<file path="config.mk">
export PLATFORM = sky130hd
export DESIGN_NAME = uart_rx_fifo
export DESIGN_NICKNAME = d
export VERILOG_FILES = /design/src/rtl/axi_multi_pkg.sv /design/src/rtl/uart_fifo_ram.sv /design/src/rtl/uart_rx_fifo.sv
export SDC_FILE = /design/constraint.sdc
export NUM_CORES = 1
export LEC_CHECK = 0
export ABC_AREA = 1
export CAP_MARGIN = 30
export CORE_UTILIZATION = 50
export CTS_BUF_LIST = sky130_fd_sc_hd__clkbuf_8
export CTS_CLUSTER_DIAMETER = 30
export DETAILED_ROUTE_END_ITERATION = 16
export GPL_ROUTABILITY_DRIVEN = 0
export HOLD_SLACK_MARGIN = 0.12
export PLACE_DENSITY_LB_ADDON = 0.15
export SYNTH_ARGS = -nofsm -noshare
export SYNTH_HDL_FRONTEND = slang
export SYNTH_SLANG_ARGS = --single-unit
</file>
<file path="constraint.sdc">
create_clock -name ACLK -period 3.3 [get_ports ACLK]
set_input_delay 0.66 -clock ACLK [delete_from_list [all_inputs] [get_ports ACLK]]
set_output_delay 0.66 -clock ACLK [all_outputs]
set_load 0.02 [all_outputs]
</file>
<file path="src/rtl/axi_multi_pkg.sv">
// Shared definitions for the AXI-Lite multi-peripheral slice: UART data
// width, register map offsets and status register bit positions.
package axi_multi_pkg;

   localparam int UART_DATA_W = 8;

   // Register map offsets
   localparam logic [7:0] REG_CTRL    = 8'h00;
   localparam logic [7:0] REG_STATUS  = 8'h04;
   localparam logic [7:0] REG_UART_RX = 8'h0C;

   // Bit positions inside REG_STATUS
   localparam int STAT_EMPTY_BIT       = 0;
   localparam int STAT_FULL_BIT        = 1;
   localparam int STAT_OVERRUN_BIT     = 2;
   localparam int STAT_THRESH_IRQ_BIT  = 3;
   localparam int STAT_TIMEOUT_IRQ_BIT = 4;

endpackage

</file>
<file path="src/rtl/uart_fifo_ram.sv">
// DEPTH x UART_DATA_W register array: one synchronous write port and one
// asynchronous read port. Contents are deliberately not reset.
module uart_fifo_ram
   import axi_multi_pkg::*;
#(
   parameter int DEPTH = 16,
   localparam int IDX_W = $clog2(DEPTH)
) (
   input  logic                   ACLK,
   input  logic                   we,
   input  logic [IDX_W-1:0]       waddr,
   input  logic [UART_DATA_W-1:0] wdata,
   input  logic [IDX_W-1:0]       raddr,
   output logic [UART_DATA_W-1:0] rdata
);

   logic [UART_DATA_W-1:0] mem [DEPTH];

   // Write port: store the byte on the rising edge when enabled
   always_ff @(posedge ACLK) begin
      if (we) mem[waddr] <= wdata;
   end

   assign rdata = mem[raddr];

endmodule

</file>
<file path="src/rtl/uart_rx_fifo.sv">
// UART receive FIFO (first-word-fall-through) feeding the RX data register.
// Tracks fill level, a sticky overrun flag and a registered threshold
// interrupt. Define UART_RX_FIFO_TIMEOUT_EN to build the idle-timeout flag;
// otherwise timeout_irq is tied low.
module uart_rx_fifo
   import axi_multi_pkg::*;
#(
   parameter int DEPTH          = 16,
   parameter int TIMEOUT_CYCLES = 20832,
   localparam int LEVEL_W       = $clog2(DEPTH) + 1
) (
   input  logic                   ACLK,
   input  logic                   ARESET,
   input  logic                   rx_byte_valid,
   input  logic [UART_DATA_W-1:0] rx_byte,
   input  logic                   rd_pop,
   input  logic                   flush,
   input  logic [LEVEL_W-1:0]     thresh,
   input  logic                   overrun_clr,
   output logic [UART_DATA_W-1:0] rd_data,
   output logic                   empty,
   output logic                   full,
   output logic [LEVEL_W-1:0]     level,
   output logic                   overrun,
   output logic                   thresh_irq,
   output logic                   timeout_irq
);

   localparam int IDX_W = $clog2(DEPTH);

   logic [LEVEL_W-1:0]     wr_ptr;
   logic [LEVEL_W-1:0]     rd_ptr;
   logic [LEVEL_W-1:0]     level_nxt;
   logic [UART_DATA_W-1:0] ram_rdata;
   logic                   pop_ok;
   logic                   push_ok;
   logic                   drop;

   assign empty = (level == '0);
   assign full  = (level == LEVEL_W'(DEPTH));

   // A pop frees the head slot in the same cycle, so a full FIFO still
   // accepts a byte when it is popped at the same time.
   assign pop_ok  = rd_pop & ~empty;
   assign push_ok = rx_byte_valid & (~full | pop_ok);
   assign drop    = rx_byte_valid & full & ~pop_ok;

   // Next level: flush wins over any push or pop in the same cycle
   always_comb begin
      level_nxt = level;
      if (flush) begin
         level_nxt = '0;
      end else begin
         case ({push_ok, pop_ok})
            2'b10:   level_nxt = level + 1'b1;
            2'b01:   level_nxt = level - 1'b1;
            default: level_nxt = level;
         endcase
      end
   end

   // Pointers, level and the threshold interrupt register
   always_ff @(posedge ACLK or posedge ARESET) begin
      if (ARESET) begin
         wr_ptr     <= '0;
         rd_ptr     <= '0;
         level      <= '0;
         thresh_irq <= 1'b0;
      end else begin
         if (flush) begin
            wr_ptr <= '0;
            rd_ptr <= '0;
         end else begin
            if (push_ok) wr_ptr <= wr_ptr + 1'b1;
            if (pop_ok)  rd_ptr <= rd_ptr + 1'b1;
         end
         level      <= level_nxt;
         thresh_irq <= (thresh != '0) && (level_nxt >= thresh);
      end
   end

   // Sticky overrun: a dropped byte sets it, and set beats clear
   always_ff @(posedge ACLK or posedge ARESET) begin
      if (ARESET)           overrun <= 1'b0;
      else if (drop)        overrun <= 1'b1;
      else if (overrun_clr) overrun <= 1'b0;
   end

   uart_fifo_ram #(
      .DEPTH (DEPTH)
   ) u_ram (
      .ACLK  (ACLK),
      .we    (push_ok & ~flush),
      .waddr (wr_ptr[IDX_W-1:0]),
      .wdata (rx_byte),
      .raddr (rd_ptr[IDX_W-1:0]),
      .rdata (ram_rdata)
   );

   assign rd_data = empty ? '0 : ram_rdata;

`ifdef UART_RX_FIFO_TIMEOUT_EN
   localparam int CNT_W = $clog2(TIMEOUT_CYCLES + 1);
   localparam logic [CNT_W-1:0] TO_MAX = CNT_W'(TIMEOUT_CYCLES);
   localparam logic [CNT_W-1:0] TO_PRE = CNT_W'(TIMEOUT_CYCLES - 1);

   logic [CNT_W-1:0] to_cnt;

   // Idle counter: restarts on any FIFO activity, counts only while
   // bytes are waiting, and flags once the limit is reached
   always_ff @(posedge ACLK or posedge ARESET) begin
      if (ARESET) begin
         to_cnt      <= '0;
         timeout_irq <= 1'b0;
      end else if (push_ok | pop_ok | flush) begin
         to_cnt      <= '0;
         timeout_irq <= 1'b0;
      end else if (level != '0) begin
         if (to_cnt != TO_MAX) to_cnt <= to_cnt + 1'b1;
         if (to_cnt >= TO_PRE) timeout_irq <= 1'b1;
      end
   end
`else
   assign timeout_irq = 1'b0;
`endif

endmodule

</file>
==> results of run 1 <==
layout make-up:
cell class,instances,area share (%)
clock buffers,17,3.128
clock inverters,15,3.965
inverters,38,2.024
multi-input cells,321,23.34
flip-flops and latches,143,56.42
well taps,168,2.810
repair buffers,67,8.314
layout by cell type (no fill, tap or decap), drive strengths merged, types with 8 or more instances in the layout:
master	count
o221ai	8
nor2	46
o21ai	27
a21boi	16
nand2	105
dfrtp	15
inv	38
buf	32
a221oi	8
a211oi	9
clkbuf	17
o22ai	10
nor3	18
clkdlybuf4s50	27
nand3	12
bufinv	9
a21oi	42
ha	11
edfxtp	128
worst reg2reg max path, delay by kind of cell (launching register included):
kind                     cells  cell delay [ps]
AND/OR/NAND/NOR              6              800
AO/OA/AOI/OAI                6              730
adder cells (fa/ha/maj)      2              570
flip-flops                   1              500
buffers and inverters        1               40
metal layers:
layer  GRT usage [%]  vias to the layer above  part of all wire [%]
met5               0                        -                     0
met4           8.421                        0                   1.5
met3           4.995                       19                   6.0
met2           37.03                      155                    48
met1           32.58                     2075                    44
li1                -                     2018                     -
metrics by stage:
stage                     area, µm²  total power [W]  cells  worst slack [ps]  util [%]
after floorplan                6227         0.002787    526             795.8         -
after global placement         6933         0.003222    735             182.7     57.48
after detailed placement       6933         0.003244    735             84.74     57.48
after CTS                      7477         0.005038    769             26.89     61.99
after global routing           7480         0.005208    769             60.48     62.01
final                          7480         0.005005    769             212.2     62.01
state kept, by name, indices dropped and copies added, names as in the netlist:
name and count:
level 5, overrun 1, rd_ptr 4, thresh_irq 1, u_ram.mem 128, wr_ptr 4
repair_timing:
action | 4_1_cts | 5_1_grt
buffers inserted | 2 | 0
cloned | 0 | 0
hold buffers | 0 | 0
hold endpoints to repair | 0 | 0
resized for setup | 9 | 1
setup endpoints to repair | 8 | 1
worst max path at each step:
| stage | cells past startpoint | slack (ps) | end |
|---|---|---|---|
| after global placement | 14 | 180 | thresh_irq |
| after floorplan | 15 | 800 | thresh_irq |
| final | 7 | 210 | rd_data[2] |
| after CTS | 7 | 30 | rd_data[7] |
| after detailed placement | 14 | 80 | thresh_irq |
| after global routing | 7 | 60 | rd_data[2] |
cell families after synthesis:
kind of cell | count (synthesis) | share of synthesized area, %
other | 1 | 0.06022
AO/OA/AOI/OAI | 122 | 12.18
AND/OR/NAND/NOR | 186 | 13.34
flip-flops | 143 | 67.75
adder cells (fa/ha/maj) | 11 | 2.210
buffers and inverters | 62 | 4.320
XOR/XNOR | 1 | 0.1407
power groups by stage:
stage,registers (W),clock network (W),logic [W]
2_1_floorplan,0.00211,0,0.000675
3_3_place_gp,0.00211,0,0.00111
3_5_place_dp,0.00211,0,0.00114
4_1_cts,0.00206,0.00184,0.00113
5_1_grt,0.00207,0.00191,0.00123
6_report,0.00206,0.00182,0.00112
==> run metrics, run 1 <==
final setup fails 0; CP endpoint kind output pin; most frequent cell after synthesis edfxtp_1; layout cells sized above 1 13.98%; Rows 40; Worst-Margin Slew ~700 ps; max-slew violations 0; worst setup path startpoint rd_ptr[0]; Post-synth top cells 128 x edfxtp_1, 100 x nand2_1, 41 x a21oi_1; top cell type's share of synthesized area between 60% and 70%; Post-synth ARST share around a tenth; CP max-delay cell dfrtp_2; switching share of total power 27.64%; FF-to-FF setup slack 530 ps; Clock power frac about 36%; final WL approximately 14 mm; largest net degree at the start of global routing 33; Total Neg Setup Slack 0 ps; Ant. Diodes 0; Seq pwr share between 40 and 50%; CP Buf/Inv Count 3; ordered list of cells on the worst path inv_2, buf_4, a21boi_0, o221ai_1, nor2_1, a211oi_1, dlygate4sd2_1; CP max stage delay between 400 and 500 ps; HP Start overrun; Clock Path Buffers 2; clock root buffer clkbuf_8; Worst setup SP type register; Max Clock Skew ~8.0 ps; Inserted Clock Buffers 17; Crit Path Max Fanout 22; Pleak around 2.8 nW; Comb power frac ~23%; Detail Route Antenna Nets 0; GRT Residual Overflow 0; fin nets ~620; First-pass DRT Iterations 5; die footprint around 13000 µm²; Max transition margin about 53%; Pwr Density between 600 and 700 nW/µm²; outcome finished, final reports clean; htree depth 4; Ys Warns 0; first-pass GRT wire length around 22 mm; Netlist cell types 37; initial antenna violation count 0; port buffer count 35; final period utilization 93.57%; hold_ws around 540 ps; Die Wd between 100 and 150 µm; R2R Path Start level[2]; Internal Power approximately 0.0036 W; Fmax about 0.32 GHz; Primary FF master, synth edfxtp_1; worst hold stages 2; Die Ht 113.6 µm; area occupied by registers roughly 4200 µm²; vias in the first global route 4062; IO Pins 37; Starting Density about half; CTS Sinks roughly 140; largest cells by area after synthesis edfxtp_1 62%, dfrtp_1 6.0%, nand2_1 6.0%, a21oi_1 3.3%, nor2_1 2.4%; Max Cap Viol 0; # fillers 973; drt first-iter violations 323; Hold Crit Class register to register; DR vias/cell 5.549; final hold violation count 0; DRC viols 0; data arrival time at the worst-slack endpoint 2430 ps; Peak VDD IR around 0.30 mV; number of synthesized flops with an enable pin between 100 and 150; GRT Util Overall a little under a quarter; RSZ-0062 raised after global routing no; CP Class register to output pin; CTS tree done; switching power around 0.0014 W; Gate Count Post-Synth roughly 530; crit-path leading delay family buffers and inverters; wire per inst about 19 µm; Hold Crit Endpoint overrun; FF-to-FF End thresh_irq; required time worst endpoint between 2000 and 3000 ps; Seq/Total Area, Yosys 67.75%; syn_nets about 560; Area Growth Syn to Fin 20.11%; area leader, netlist edfxtp_1; multi-input logic area roughly 1700 µm²; synthesized area between 6000 and 7000 µm²; latest clock arrival within the worst-skew pair 440 ps; via count approximately 4300; Worst Reg2Reg Path Length in Cells 15; Yosys reg bits roughly 140; Post-DP HPWL around 9 mm; Syn Area/Cell about 12 µm²; core area approximately 12000 µm²; clock slew at reported path FFs roughly 80 ps; min cycle time layout roughly 3000 ps
No activity file was read; power rests on OpenSTA's default activity.
==> run 2, diff against run 1 <==
Settings changed: GPL_ROUTABILITY_DRIVEN 0 to not set, SKIP_CTS_REPAIR_TIMING set to 1.
==> run metrics, run 2 (synthesized netlist as in run 1, its figures left out) <==
crit path capture rd_data[2]; Worst-Margin Slew 708.0 ps; Total Neg Setup Slack 0 ps; initial antenna violation count 0; # fillers a little under 1000; final period utilization about 90%; layout cells sized above 1 between 10 and 15%; Inserted Clock Buffers 17; data arrival time at the worst-slack endpoint roughly 2400 ps; outcome finished, final reports clean; final setup fails 0; CP Class register to output pin; final std cells w/o fill around 770; Pwr Density 670.1 nW/µm²; dpl cells 735; R2R Path Start level[2]; port buffer count 35; Hold Crit Class register to register; max-slew violations 0; vias in the first global route about 4000; commonest non-fill, non-tap cells in the layout 128 x edfxtp_1, 100 x nand2_1, 41 x a21oi_1; final hold violation count 0; Comb power frac 22.7%; GRT Residual Overflow 0; Internal Power 0.003640 W; min cycle time layout between 3000 and 4000 ps; CP endpoint kind output pin; First-pass DRT Iterations 5; latest clock arrival within the worst-skew pair between 400 and 500 ps; CTS tree done; wire per inst 18.41 µm; Rows 40; Seq pwr share roughly two fifths; via count ~4200; most common cell after layout, fill and taps aside edfxtp_1; Fmax ~0.33 GHz; Detail Route Antenna Nets 0; htree depth 4; Max transition margin between 50% and 60%; CTS Sinks roughly 140; DR vias/cell around 5.5; Max Cap Viol 0; RD Place Congestion about 0.83; clock slew at reported path FFs approximately 80 ps; final WL about 14 mm; DRC viols 0; clock root buffer clkbuf_8; first-pass GRT wire length ~22 mm; largest net degree at the start of global routing 33; Peak VDD IR 0.3002 mV; FF-to-FF End thresh_irq; Largest Register u_ram.mem; Die Ht between 100 and 150 µm; Starting Density between 50% and 60%; Crit Path Max Fanout 22; worst setup path startpoint rd_ptr[0]; switching share of total power 27.56%; Worst setup SP type register; Clock power frac a little over a third; drt first-iter violations approximately 370; RSZ-0062 raised after global routing no; core area 12060 µm²; IO Pins 37; biggest regs u_ram.mem x128, level x5; Die Wd approximately 110 µm; GRT Util Overall 23.42%; Pleak between 2 and 3 nW; FF-to-FF setup slack around 540 ps; max reg flops 128; Clock Path Buffers 2; Area Growth Syn to Fin 20.41%; required time worst endpoint between 2000 and 3000 ps; Ant. Diodes 0; Post-DP HPWL around 9.1 mm; fin nets roughly 600; Max Clock Skew between 6 and 7 ps; Worst Reg2Reg Path Length in Cells 15; die footprint 12910 µm²; switching power 0.001385 W
run 2: cell count changes in the layout (fill, tap and decap cells not counted):
cell            previous run  this run
dlygate4sd2_1              7         0
a221oi_1                   7         8
a221oi_2                   1         0
clkinv_1                   4         5
dlymetal6s2s_1             1         8
clkinv_2                   1         0
run 2: worst max-delay path: stages, from the launching register on:
cell            delay (ps)
dfrtp_2                510
inv_2                  170
buf_4                  270
a21boi_0               130
o221ai_1               240
nor2_1                 120
a211oi_1               230
dlymetal6s2s_1         270
run 2: how the worst min path moves through the flow:
| stage | from | endpoint | cells past startpoint |
|---|---|---|---|
| 2_1_floorplan | ARESET | level[0] | 1 |
| 3_3_place_gp | overrun | overrun | 2 |
| 3_5_place_dp | overrun | overrun | 2 |
| 4_1_cts | overrun | overrun | 2 |
| 5_1_grt | overrun | overrun | 2 |
| 6_report | overrun | overrun | 2 |
run 2: power by group through the flow:
stage               combinational (W)  sequential [W]  clock (W)
finish                        0.00114         0.00207    0.00182
CTS                           0.00114         0.00207    0.00184
floorplan                    0.000675         0.00211          0
global placement              0.00111         0.00211          0
global route                  0.00124         0.00207    0.00191
detailed placement            0.00114         0.00211          0
run 2: per-stage QoR:
stage | power [W] | hold slack (ps) | worst slack, ps | instance area (µm²) | utilization (%)
2_1_floorplan | 0.002787 | 561.5 | 795.8 | 6227 | -
6_report | 0.005025 | 544.5 | 263.7 | 7498 | 62.17
4_1_cts | 0.005055 | 546.8 | -257.2 | 7463 | 61.88
3_3_place_gp | 0.003222 | 529.6 | 182.7 | 6933 | 57.48
5_1_grt | 0.005223 | 558.4 | 102.9 | 7498 | 62.17
3_5_place_dp | 0.003244 | 533.9 | 84.74 | 6933 | 57.48
run 2: cell type report:
cell class	instances	area [µm²]	area share, %
Sequential cell	143	4220	56.28
Multi-Input combinational cell	321	1739	23.19
Timing Repair Buffer	67	648.1	8.643
Clock inverter	15	296.5	3.955
Clock buffer	17	234.0	3.120
Tap cell	168	210.2	2.803
Inverter	38	150.1	2.002
run 2: layer usage:
layer | track usage, % | up-vias | routed length [µm]
met3 | 4.995 | 18 | 779
met5 | 0 | - | 0
li1 | - | 2016 | -
met2 | 36.79 | 124 | 6787
met1 | 32.47 | 2085 | 6383
met4 | 8.421 | 0 | 206
==> run 3, diff against run 2 <==
Settings changed: GPL_ROUTABILITY_DRIVEN set to 0.
==> results of run 3 <==
The final DEF is identical to that of run 2; final timing and power are the same.
